**src/rtl/ntt_pkg.sv**
```systemverilog
// Shared defaults and FSM encoding for the sequential modular multiplier.
package ntt_pkg;

  localparam int DEF_WIDTH = 12;
  localparam int DEF_Q     = 3329;

  typedef enum logic [1:0] {
    ST_IDLE = 2'd0,
    ST_MUL  = 2'd1,
    ST_DONE = 2'd2
  } state_e;

endpackage

```
**src/rtl/mod_cond_sub.sv**
```systemverilog
// Conditional subtraction: folds a value below 2Q into the range 0..Q-1.
module mod_cond_sub
  import ntt_pkg::*;
#(
  parameter int WIDTH = DEF_WIDTH,
  parameter int Q     = DEF_Q
) (
  input  logic [WIDTH:0]   i_x,
  output logic [WIDTH-1:0] o_y
);

  localparam logic [WIDTH:0] QX = (WIDTH+1)'(Q);

  logic w_ge;

  assign w_ge = (i_x >= QX);
  // The result is below Q < 2^WIDTH, so the top bit of either branch is zero.
  assign o_y  = WIDTH'(w_ge ? (i_x - QX) : i_x);

endmodule

```
**src/rtl/modmul_seq_12b.sv**
```systemverilog
// Bit-serial (MSB first) modular multiplier: res = (a*b) mod Q, one
// multiplier bit per cycle, valid/ready handshake on both sides.
module modmul_seq_12b
  import ntt_pkg::*;
#(
  parameter int WIDTH = DEF_WIDTH,
  parameter int Q     = DEF_Q
) (
  input  logic             clock_i,
  input  logic             reset_i,
  input  logic             in_valid_i,
  output logic             in_ready_o,
  input  logic [WIDTH-1:0] a_i,
  input  logic [WIDTH-1:0] b_i,
  output logic             out_valid_o,
  input  logic             out_ready_i,
  output logic [WIDTH-1:0] res_o
);

  localparam int CNT_W = $clog2(WIDTH);
  localparam logic [CNT_W-1:0] CNT_LOAD = CNT_W'(WIDTH - 1);

  state_e           r_state;
  logic [WIDTH-1:0] r_acc;
  logic [WIDTH-1:0] r_a_red;
  logic [WIDTH-1:0] r_b;
  logic [CNT_W-1:0] r_cnt;
  logic             r_in_ready;
  logic             r_out_valid;

  state_e           w_state_nxt;
  logic [WIDTH-1:0] w_acc_nxt;
  logic [WIDTH-1:0] w_a_red_nxt;
  logic [WIDTH-1:0] w_b_nxt;
  logic [CNT_W-1:0] w_cnt_nxt;

  logic [WIDTH-1:0] w_a_red;   // a_i folded below Q
  logic [WIDTH-1:0] w_d;       // 2*acc mod Q
  logic [WIDTH:0]   w_sum;     // d + a_red, below 2Q
  logic [WIDTH-1:0] w_add;     // (d + a_red) mod Q

  // Any WIDTH-bit input is below 2Q, so a single subtraction suffices.
  mod_cond_sub #(.WIDTH(WIDTH), .Q(Q)) u_red_a (
    .i_x ({1'b0, a_i}),
    .o_y (w_a_red)
  );

  mod_cond_sub #(.WIDTH(WIDTH), .Q(Q)) u_dbl (
    .i_x ({r_acc, 1'b0}),
    .o_y (w_d)
  );

  assign w_sum = {1'b0, w_d} + {1'b0, r_a_red};

  mod_cond_sub #(.WIDTH(WIDTH), .Q(Q)) u_add (
    .i_x (w_sum),
    .o_y (w_add)
  );

  // Next-state and datapath update; everything holds unless a case below moves it.
  always_comb begin
    w_state_nxt = r_state;
    w_acc_nxt   = r_acc;
    w_a_red_nxt = r_a_red;
    w_b_nxt     = r_b;
    w_cnt_nxt   = r_cnt;
    case (r_state)
      ST_IDLE: begin
        if (in_valid_i) begin
          w_a_red_nxt = w_a_red;
          w_b_nxt     = b_i;
          w_acc_nxt   = {WIDTH{1'b0}};
          w_cnt_nxt   = CNT_LOAD;
          w_state_nxt = ST_MUL;
        end else begin
          w_state_nxt = ST_IDLE;
        end
      end
      ST_MUL: begin
        if (r_b[r_cnt]) begin
          w_acc_nxt = w_add;
        end else begin
          w_acc_nxt = w_d;
        end
        if (r_cnt == {CNT_W{1'b0}}) begin
          w_state_nxt = ST_DONE;
        end else begin
          w_cnt_nxt = r_cnt - {{(CNT_W-1){1'b0}}, 1'b1};
        end
      end
      ST_DONE: begin
        if (out_ready_i) begin
          w_state_nxt = ST_IDLE;
        end else begin
          w_state_nxt = ST_DONE;
        end
      end
      default: begin
        w_state_nxt = ST_IDLE;
      end
    endcase
  end

  // State and datapath registers; handshake flags are registered decodes of the next state.
  always_ff @(posedge clock_i) begin
    if (reset_i) begin
      r_state     <= ST_IDLE;
      r_acc       <= {WIDTH{1'b0}};
      r_a_red     <= {WIDTH{1'b0}};
      r_b         <= {WIDTH{1'b0}};
      r_cnt       <= {CNT_W{1'b0}};
      r_in_ready  <= 1'b1;
      r_out_valid <= 1'b0;
    end else begin
      r_state     <= w_state_nxt;
      r_acc       <= w_acc_nxt;
      r_a_red     <= w_a_red_nxt;
      r_b         <= w_b_nxt;
      r_cnt       <= w_cnt_nxt;
      r_in_ready  <= (w_state_nxt == ST_IDLE);
      r_out_valid <= (w_state_nxt == ST_DONE);
    end
  end

  assign in_ready_o  = r_in_ready;
  assign out_valid_o = r_out_valid;
  assign res_o       = r_acc;

endmodule

```
**config.mk**
```make
export PLATFORM = sky130hd
export DESIGN_NAME = modmul_seq_12b
export DESIGN_NICKNAME = d
export VERILOG_FILES = /design/src/rtl/ntt_pkg.sv /design/src/rtl/mod_cond_sub.sv /design/src/rtl/modmul_seq_12b.sv
export SDC_FILE = /design/constraint.sdc
export NUM_CORES = 1
export LEC_CHECK = 0
export CAP_MARGIN = 20
export CELL_PAD_IN_SITES_DETAIL_PLACEMENT = 1
export CELL_PAD_IN_SITES_GLOBAL_PLACEMENT = 1
export CORE_MARGIN = 3
export CORE_UTILIZATION = 43
export DETAILED_ROUTE_END_ITERATION = 8
export PLACE_DENSITY_LB_ADDON = 0.1
export SLEW_MARGIN = 20
export SYNTH_ARGS = -nofsm -noshare
export SYNTH_HDL_FRONTEND = slang
export SYNTH_HIERARCHICAL = 1
export SYNTH_SLANG_ARGS = --single-unit
```
**constraint.sdc**
```tcl
create_clock -name clock_i -period 4.8 [get_ports clock_i]
set_clock_uncertainty 0.05 [all_clocks]
set_input_delay 1.44 -clock clock_i [delete_from_list [all_inputs] [get_ports clock_i]]
set_output_delay 1.44 -clock clock_i [all_outputs]
set_load 0.1 [all_outputs]
```
==> results.yml, run 1 <==
power_and_ir_drop:
  combPwrFrac_pct: 33.6
  leakage_nw: 1.65
  p_sw_share_pct: 36.7
  pwr-share-seq_pct: 38.5
  total_power_mw: 1.10
  p_int_mw: 0.694
  pwr_density_cell_mw_per_mm2: 255
  peakVddDrop_mv: 0.133
  p_sw_mw: 0.402
  p_clk_share_pct: 27.8
setup_path:
  crit_path_frequent_cell: "o21ai_1"
  criticalPathCategory: "flop to flop"
  critical_path.top_delay_family: "compound AO/OA/AOI/OAI gates"
  max_stage_delay_ns: 0.55
  worstSetupStartpointType: "flop"
  slowest_stage: "dfxtp_1"
  endpoint_kind: "flop"
  cp.arrival_ns: 4.75
  cp_num_buf_inv: 1
  cp_cell_sequence: "nor4_4 -> buf_4 -> a31oi_4 -> o21ai_1 -> xnor2_1 -> ha_1 -> o21ai_0 -> o21ai_1 -> a31oi_1 -> o21bai_1 -> xor2_1 -> o211ai_1 -> a31oi_4 -> o21ai_1 -> xnor2_1 -> mux2_1 -> a22oi_1 -> nand2_1"
  crit_fanout: 10
  cp.required_ns: 4.96
route:
  vias_per_cell: 5.77
  dr.pass1.iters: 4
  drtIter0Drc: 161
  wl_per_cell_um: 18.1
  drt-total-wl_mm: 10.4
  drtAntennaViolNets: 0
  vias: 3335
  drc: 0
floorplanning:
  io_pins: 42
  dieArea_mm2: 0.00931
  rows: 32
  start_util_pct: 44.9
  die_w_um: 96.5
  core_mm2: 0.00785
  die_y_um: 96.5
clock_network:
  clkSlewWorstSetupHoldPaths_ns: 0.10
  numCtsBuffers: 5
  clockBufferDepth: 2
  ctsHoldBuffers: 0
  htreeDepth: 2
  numClockSinks: 44
  clockRootBuffer: "clkbuf_8"
  cts_tree: "done"
  clk_latency_ns: 0.31
final_layout:
  drive_above_1_share_pct: 13.0
  fin_cells: 578
  insertedDiodeCount: 0
  utilization_pct: 54.9
  nFillCells: 957
  area_growth_pct: 22.3
  finalNetCount: 523
placement:
  dpl.cell_count: 566
  place_ws_ns: 0.125
  dp_hpwl_mm: 7.63
  numPortBuffers: 41
  gp_congestion: 0.857
yosys:
  yosysUniqueCellTypes: 48
  ys_ff_latch: 44
  synth-edff-count: 0
  ys.flop_type: "dfxtp_1"
  synth_top_area_share_pct: 25.0
  yosysWarnings: 6
  ys_seq_area_share_pct: 25.0
  synth_area_leaders: "dfxtp_1, xnor2_1, nand2_1"
  netlist_instances: 422
  synth.avg_cell_area_um2: 8.35
  synth_top_cell_by_area: "dfxtp_1"
  async_flop_share_pct: 0
  netlist_area_mm2: 0.00352
sta:
  max_freq_mhz: 218
  maxSlewViolCount: 0
  finalCriticalPeriod_ns: 4.59
  fin_crit_sh_pct: 95.6
  worst_pin_slew_ns: 1.01
  setup_ws_ns: 0.211
  setup_violations: 0
  slew_headroom_pct: 32.3
  hold_violations: 0
global_routing:
  grt_max_degree: 26
  grt_overflow: 0
  groute.usage.overall_pct: 22.3
  antenna_found_initial: 0
  grt_pass1_vias: 3346
  grt_pass1_wl_mm: 16.3
flow_run:
  cap_violations: 0
min_path:
  min-delay-path-class: "flop to flop"
outcome:
  outcome: "finished, final reports clean"
[through the flow]
step / instance area, um2 / TNS (ns) / hold slack [ns]
global placement: 4080 / 0 / 0.390
finish: 4310 / 0 / 0.413
detailed placement: 4080 / 0 / 0.403
CTS: 4190 / 0 / 0.415
floorplan: 3550 / 0 / 0.382
global route: 4310 / -0.0923 / 0.437
[power groups by stage]
| stage | registers [mW] | clock network [mW] | logic, mW |
|---|---|---|---|
| final | 0.423 | 0.305 | 0.369 |
| after global routing | 0.427 | 0.324 | 0.402 |
| after CTS | 0.423 | 0.311 | 0.348 |
| after detailed placement | 0.431 | 0 | 0.345 |
| after global placement | 0.430 | 0 | 0.337 |
| after floorplan | 0.451 | 0 | 0.226 |
[per-layer routing]
| metal | global-route usage, % | wire, um | up-vias |
|---|---|---|---|
| li1 | - | - | 1647 |
| met1 | 27.3 | 4560 | 1600 |
| met2 | 39.9 | 5330 | 70 |
| met3 | 2.40 | 344 | 18 |
| met4 | 8.41 | 218 | 0 |
| met5 | 0 | 0 | - |
[repair_timing]
action	in CTS	in global routing
setup buffers	0	3
endpoints found under the hold margin	0	0
resized for setup	0	13
setup endpoints to repair	0	12
[layout by cell type (no fill, tap or decap), types with 7 or more instances in the layout]
cell              n
o211ai_1         12
a21oi_1          39
nand2_1          65
nor2_1           20
o21ai_0           7
a22oi_1          25
xnor2_1          31
ha_1             19
nor3_1           16
inv_1            16
o21ai_1          10
clkdlybuf4s50_1  41
conb_1            9
mux2_2            8
buf_4            14
dfxtp_1          43
a31oi_1           8
[final cells by class]
cell class | count | area (um2) | area share, %
clock buffers | 5 | 68.8 | 1.60
clock inverters | 3 | 47.5 | 1.10
inverters | 16 | 60.1 | 1.39
multi-input cells | 353 | 2610 | 60.5
flip-flops and latches | 44 | 882 | 20.5
well taps | 102 | 128 | 2.96
repair buffers | 55 | 515 | 12.0
[final timing paths]
| path | start | end | cells after the start | slack, ns |
|---|---|---|---|---|
| worst max-delay path | res_o[1]$_SDFFE_PP0P_ | res_o[2]$_SDFFE_PP0P_ | 18 | 0.21 |
| worst min register to register | r_b[6]$_SDFFE_PP0N_ | r_b[6]$_SDFFE_PP0N_ | 2 | 0.41 |
| worst min-delay path | r_b[6]$_SDFFE_PP0N_ | r_b[6]$_SDFFE_PP0N_ | 2 | 0.41 |
| worst max register to register | res_o[1]$_SDFFE_PP0P_ | res_o[2]$_SDFFE_PP0P_ | 18 | 0.21 |
[kinds of logic after synthesis]
kind of cell	share of synthesized area, %
simple gates	20.0
flops	25.0
xor+xnor	10.2
other cells	0.106
mux	7.42
compound gates	25.5
fa+ha+maj	7.32
buf+inv	4.44
[synthesized netlist by cell type, types with 4 or more instances]
master and count:
a21oi_1 39, a22oi_1 25, a31oi_1 8, clkbuf_1 12, dfxtp_1 44, ha_1 19, inv_1 16, mux2_1 4
mux2_2 8, mux2i_1 4, nand2_1 65, nand3_1 6, nor2_1 21, nor3_1 16, nor4_1 4, nor4_4 4
o211ai_1 12, o21ai_0 8, o21ai_1 9, o31ai_1 4, xnor2_1 37, xor2_1 4
[state kept, by name, summed over array words and instances (netlist names)]
signal / flops
r_cnt: 4
r_b: 12
in_ready_o: 1
r_a_red: 12
r_state: 2
res_o: 12
out_valid_o: 1
[worst min-delay path, cell delays in order (launching register included)]
cell and delay, ns:
dfxtp_1 0.32, nand2_1 0.05, a21oi_1 0.05
Power figures use the tool's default switching activity.
==> run 2: changes to the inputs <==
--- a/config.mk
+++ b/config.mk
@@ -12,7 +12,6 @@
 export CORE_UTILIZATION = 43
 export DETAILED_ROUTE_END_ITERATION = 8
 export PLACE_DENSITY_LB_ADDON = 0.1
-export SLEW_MARGIN = 20
 export SYNTH_ARGS = -nofsm -noshare
 export SYNTH_HDL_FRONTEND = slang
 export SYNTH_HIERARCHICAL = 1
==> results of run 2 <==
Final layout, timing and power as in run 1 (identical DEF).
==> run 3: changes to the inputs <==
--- a/config.mk
+++ b/config.mk
@@ -9,7 +9,7 @@
 export CELL_PAD_IN_SITES_DETAIL_PLACEMENT = 1
 export CELL_PAD_IN_SITES_GLOBAL_PLACEMENT = 1
 export CORE_MARGIN = 3
-export CORE_UTILIZATION = 43
+export CORE_UTILIZATION = 40
 export DETAILED_ROUTE_END_ITERATION = 8
 export PLACE_DENSITY_LB_ADDON = 0.1
 export SYNTH_ARGS = -nofsm -noshare
==> run 3 against run 2 <==
Net effect:
- routed wire length fell by 3.5%
- global-route usage is 1.8 points lower
- non-clock buffer count is 4 higher
- critical endpoint is now res_o[11]$_SDFFE_PP0P_
- largest power group unchanged
==> results.yml, run 3 (synthesis results as in run 1) <==
setup_path:
  crit_fanout: 8
  max_stage_delay_ns: 0.41
  path_depth: 18
  slowest_stage: "nor4_4"
  endpoint_kind: "flop"
  cp_cell_sequence: "nor4_4 -> a31oi_4 -> o21ai_1 -> xnor2_1 -> ha_1 -> a21oi_1 -> nand3_1 -> a31o_2 -> a21oi_1 -> xnor2_2 -> o211ai_1 -> a31oi_4 -> buf_4 -> o221ai_2 -> xnor2_1 -> mux2_2 -> a22oi_1 -> nand2_1"
  reg2reg_slack_ns: 0.28
  critical_path.top_delay_family: "compound AO/OA/AOI/OAI gates"
  r2r-start: "res_o[3]$_SDFFE_PP0P_"
  reg2reg_to: "res_o[11]$_SDFFE_PP0P_"
  cp.required_ns: 4.93
  worstSetupStartpointType: "flop"
  criticalPathCategory: "flop to flop"
  cp.arrival_ns: 4.66
  reg2reg_depth: 18
  cp_num_buf_inv: 1
clock_network:
  clk_latency_ns: 0.30
  ctsHoldBuffers: 0
  clockBufferDepth: 2
  clkSlewWorstSetupHoldPaths_ns: 0.10
  numCtsBuffers: 5
  cts_tree: "done"
  htreeDepth: 2
  clockRootBuffer: "clkbuf_8"
  numClockSinks: 44
global_routing:
  grt_busiest_layer: "met2"
  antenna_found_initial: 0
  gr-usage-met1_pct: 25.4
  grt_pass1_wl_mm: 16.5
  groute.usage.overall_pct: 20.4
  grt_use_met2_pct: 37.0
  grt_pass1_vias: 3421
  grt_max_degree: 26
  grt_overflow: 0
  grt_use_met3_pct: 2.85
flow_run:
  cap_violations: 0
sta:
  worst_pin_slew_ns: 0.986
  slew_headroom_pct: 34.0
  max_freq_mhz: 221
  hold_violations: 0
  setup_violations: 0
  fin_crit_sh_pct: 94.2
  maxSlewViolCount: 0
  finalCriticalPeriod_ns: 4.52
route:
  drt-total-wl_mm: 10.1
  vias: 3347
  vias_per_cell: 5.73
  drtAntennaViolNets: 0
  dr.pass1.iters: 4
  drc: 0
  drtIter0Drc: 112
  wl_per_cell_um: 17.3
power_and_ir_drop:
  peakVddDrop_mv: 0.117
  pwr_density_cell_mw_per_mm2: 252
  leakage_nw: 1.62
final_layout:
  stdcell_area_mm2: 0.00428
  finalNetCount: 526
  area_growth_pct: 21.4
  utilization_pct: 51.0
  drive_above_1_share_pct: 12.7
  multi_input_area_mm2: 0.00254
  final_cell_mix: "nand2_1, dfxtp_1, clkdlybuf4s50_1"
  nFillCells: 1011
  insertedDiodeCount: 0
  regArea_um2: 882
  layout_commonest_cell: "nand2_1"
floorplanning:
  die_w_um: 99.8
  start_util_pct: 42.0
  io_pins: 42
  rows: 33
  die_y_um: 99.8
  dieArea_mm2: 0.00997
  core_mm2: 0.00838
outcome:
  outcome: "finished, final reports clean"
placement:
  postPlaceCellArea_mm2: 0.00411
  numPortBuffers: 41
  gp_congestion: 0.847
  dp_hpwl_mm: 7.83
min_path:
  min-delay-path-class: "flop to flop"
  holdPathStages: 2
  hold_path.startpoint: "r_b[9]$_SDFFE_PP0N_"
  hold_end: "r_b[9]$_SDFFE_PP0N_"
-- run 3: cell types whose count changed in the layout (fill, tap and decap cells not counted), sizes merged --
cell	before	now
buf	14	18
clkinv	2	0
a31oi	12	11
clkinvlp	0	1
inv	16	17
-- run 3: power breakdown --
part / leakage (nW) / switching [mW] / internal [mW]
Combinational: 1.21 / 0.214 / 0.141
Sequential: 0.361 / 0.0308 / 0.393
Clock: 0.0548 / 0.142 / 0.157
Total: 1.62 / 0.386 / 0.691
-- run 3: final cells by class --
class | instances | area share, %
tap | 105 | 3.07
sequential | 44 | 20.6
inverter | 16 | 1.40
clock buffer | 5 | 1.61
clock inverter | 3 | 1.08
multi-input combinational | 352 | 59.4
timing repair buffer | 59 | 12.8
-- run 3: worst max path at each step --
stage | endpoint | startpoint
4_1_cts | res_o[10]$_SDFFE_PP0P_ | res_o[4]$_SDFFE_PP0P_
6_report | res_o[11]$_SDFFE_PP0P_ | res_o[3]$_SDFFE_PP0P_
5_1_grt | res_o[5]$_SDFFE_PP0P_ | res_o[8]$_SDFFE_PP0P_
2_1_floorplan | res_o[4]$_SDFFE_PP0P_ | res_o[8]$_SDFFE_PP0P_
3_5_place_dp | res_o[0]$_SDFFE_PP0P_ | res_o[4]$_SDFFE_PP0P_
3_3_place_gp | res_o[8]$_SDFFE_PP0P_ | res_o[4]$_SDFFE_PP0P_
-- run 3: per-stage QoR --
step | power, mW | worst slack, ns | setup TNS (ns) | hold slack, ns | std cells
3_5_place_dp | 0.779 | 0.115 | 0 | 0.402 | 573
4_1_cts | 1.08 | 0.0832 | 0 | 0.415 | 581
3_3_place_gp | 0.770 | 0.236 | 0 | 0.389 | 573
5_1_grt | 1.14 | -0.0252 | -0.0252 | 0.439 | 584
2_1_floorplan | 0.677 | 0.0330 | 0 | 0.382 | 430
6_report | 1.08 | 0.276 | 0 | 0.410 | 584
-- run 3: timing repair --
item,CTS,global route
resized for setup,0,6
endpoints found under the setup margin,0,12
buffers inserted,0,3
-- run 3: per-layer routing --
metal | routed length [um] | share of wire (%)
met3 | 265 | 2.6
met5 | 0 | 0
met4 | 142 | 1.4
met2 | 5190 | 51
met1 | 4490 | 44
-- run 3: tightest hold or removal path: stages (launching register included) --
cell and delay [ns]:
dfxtp_1 0.32, nand2_1 0.05, a21oi_1 0.05
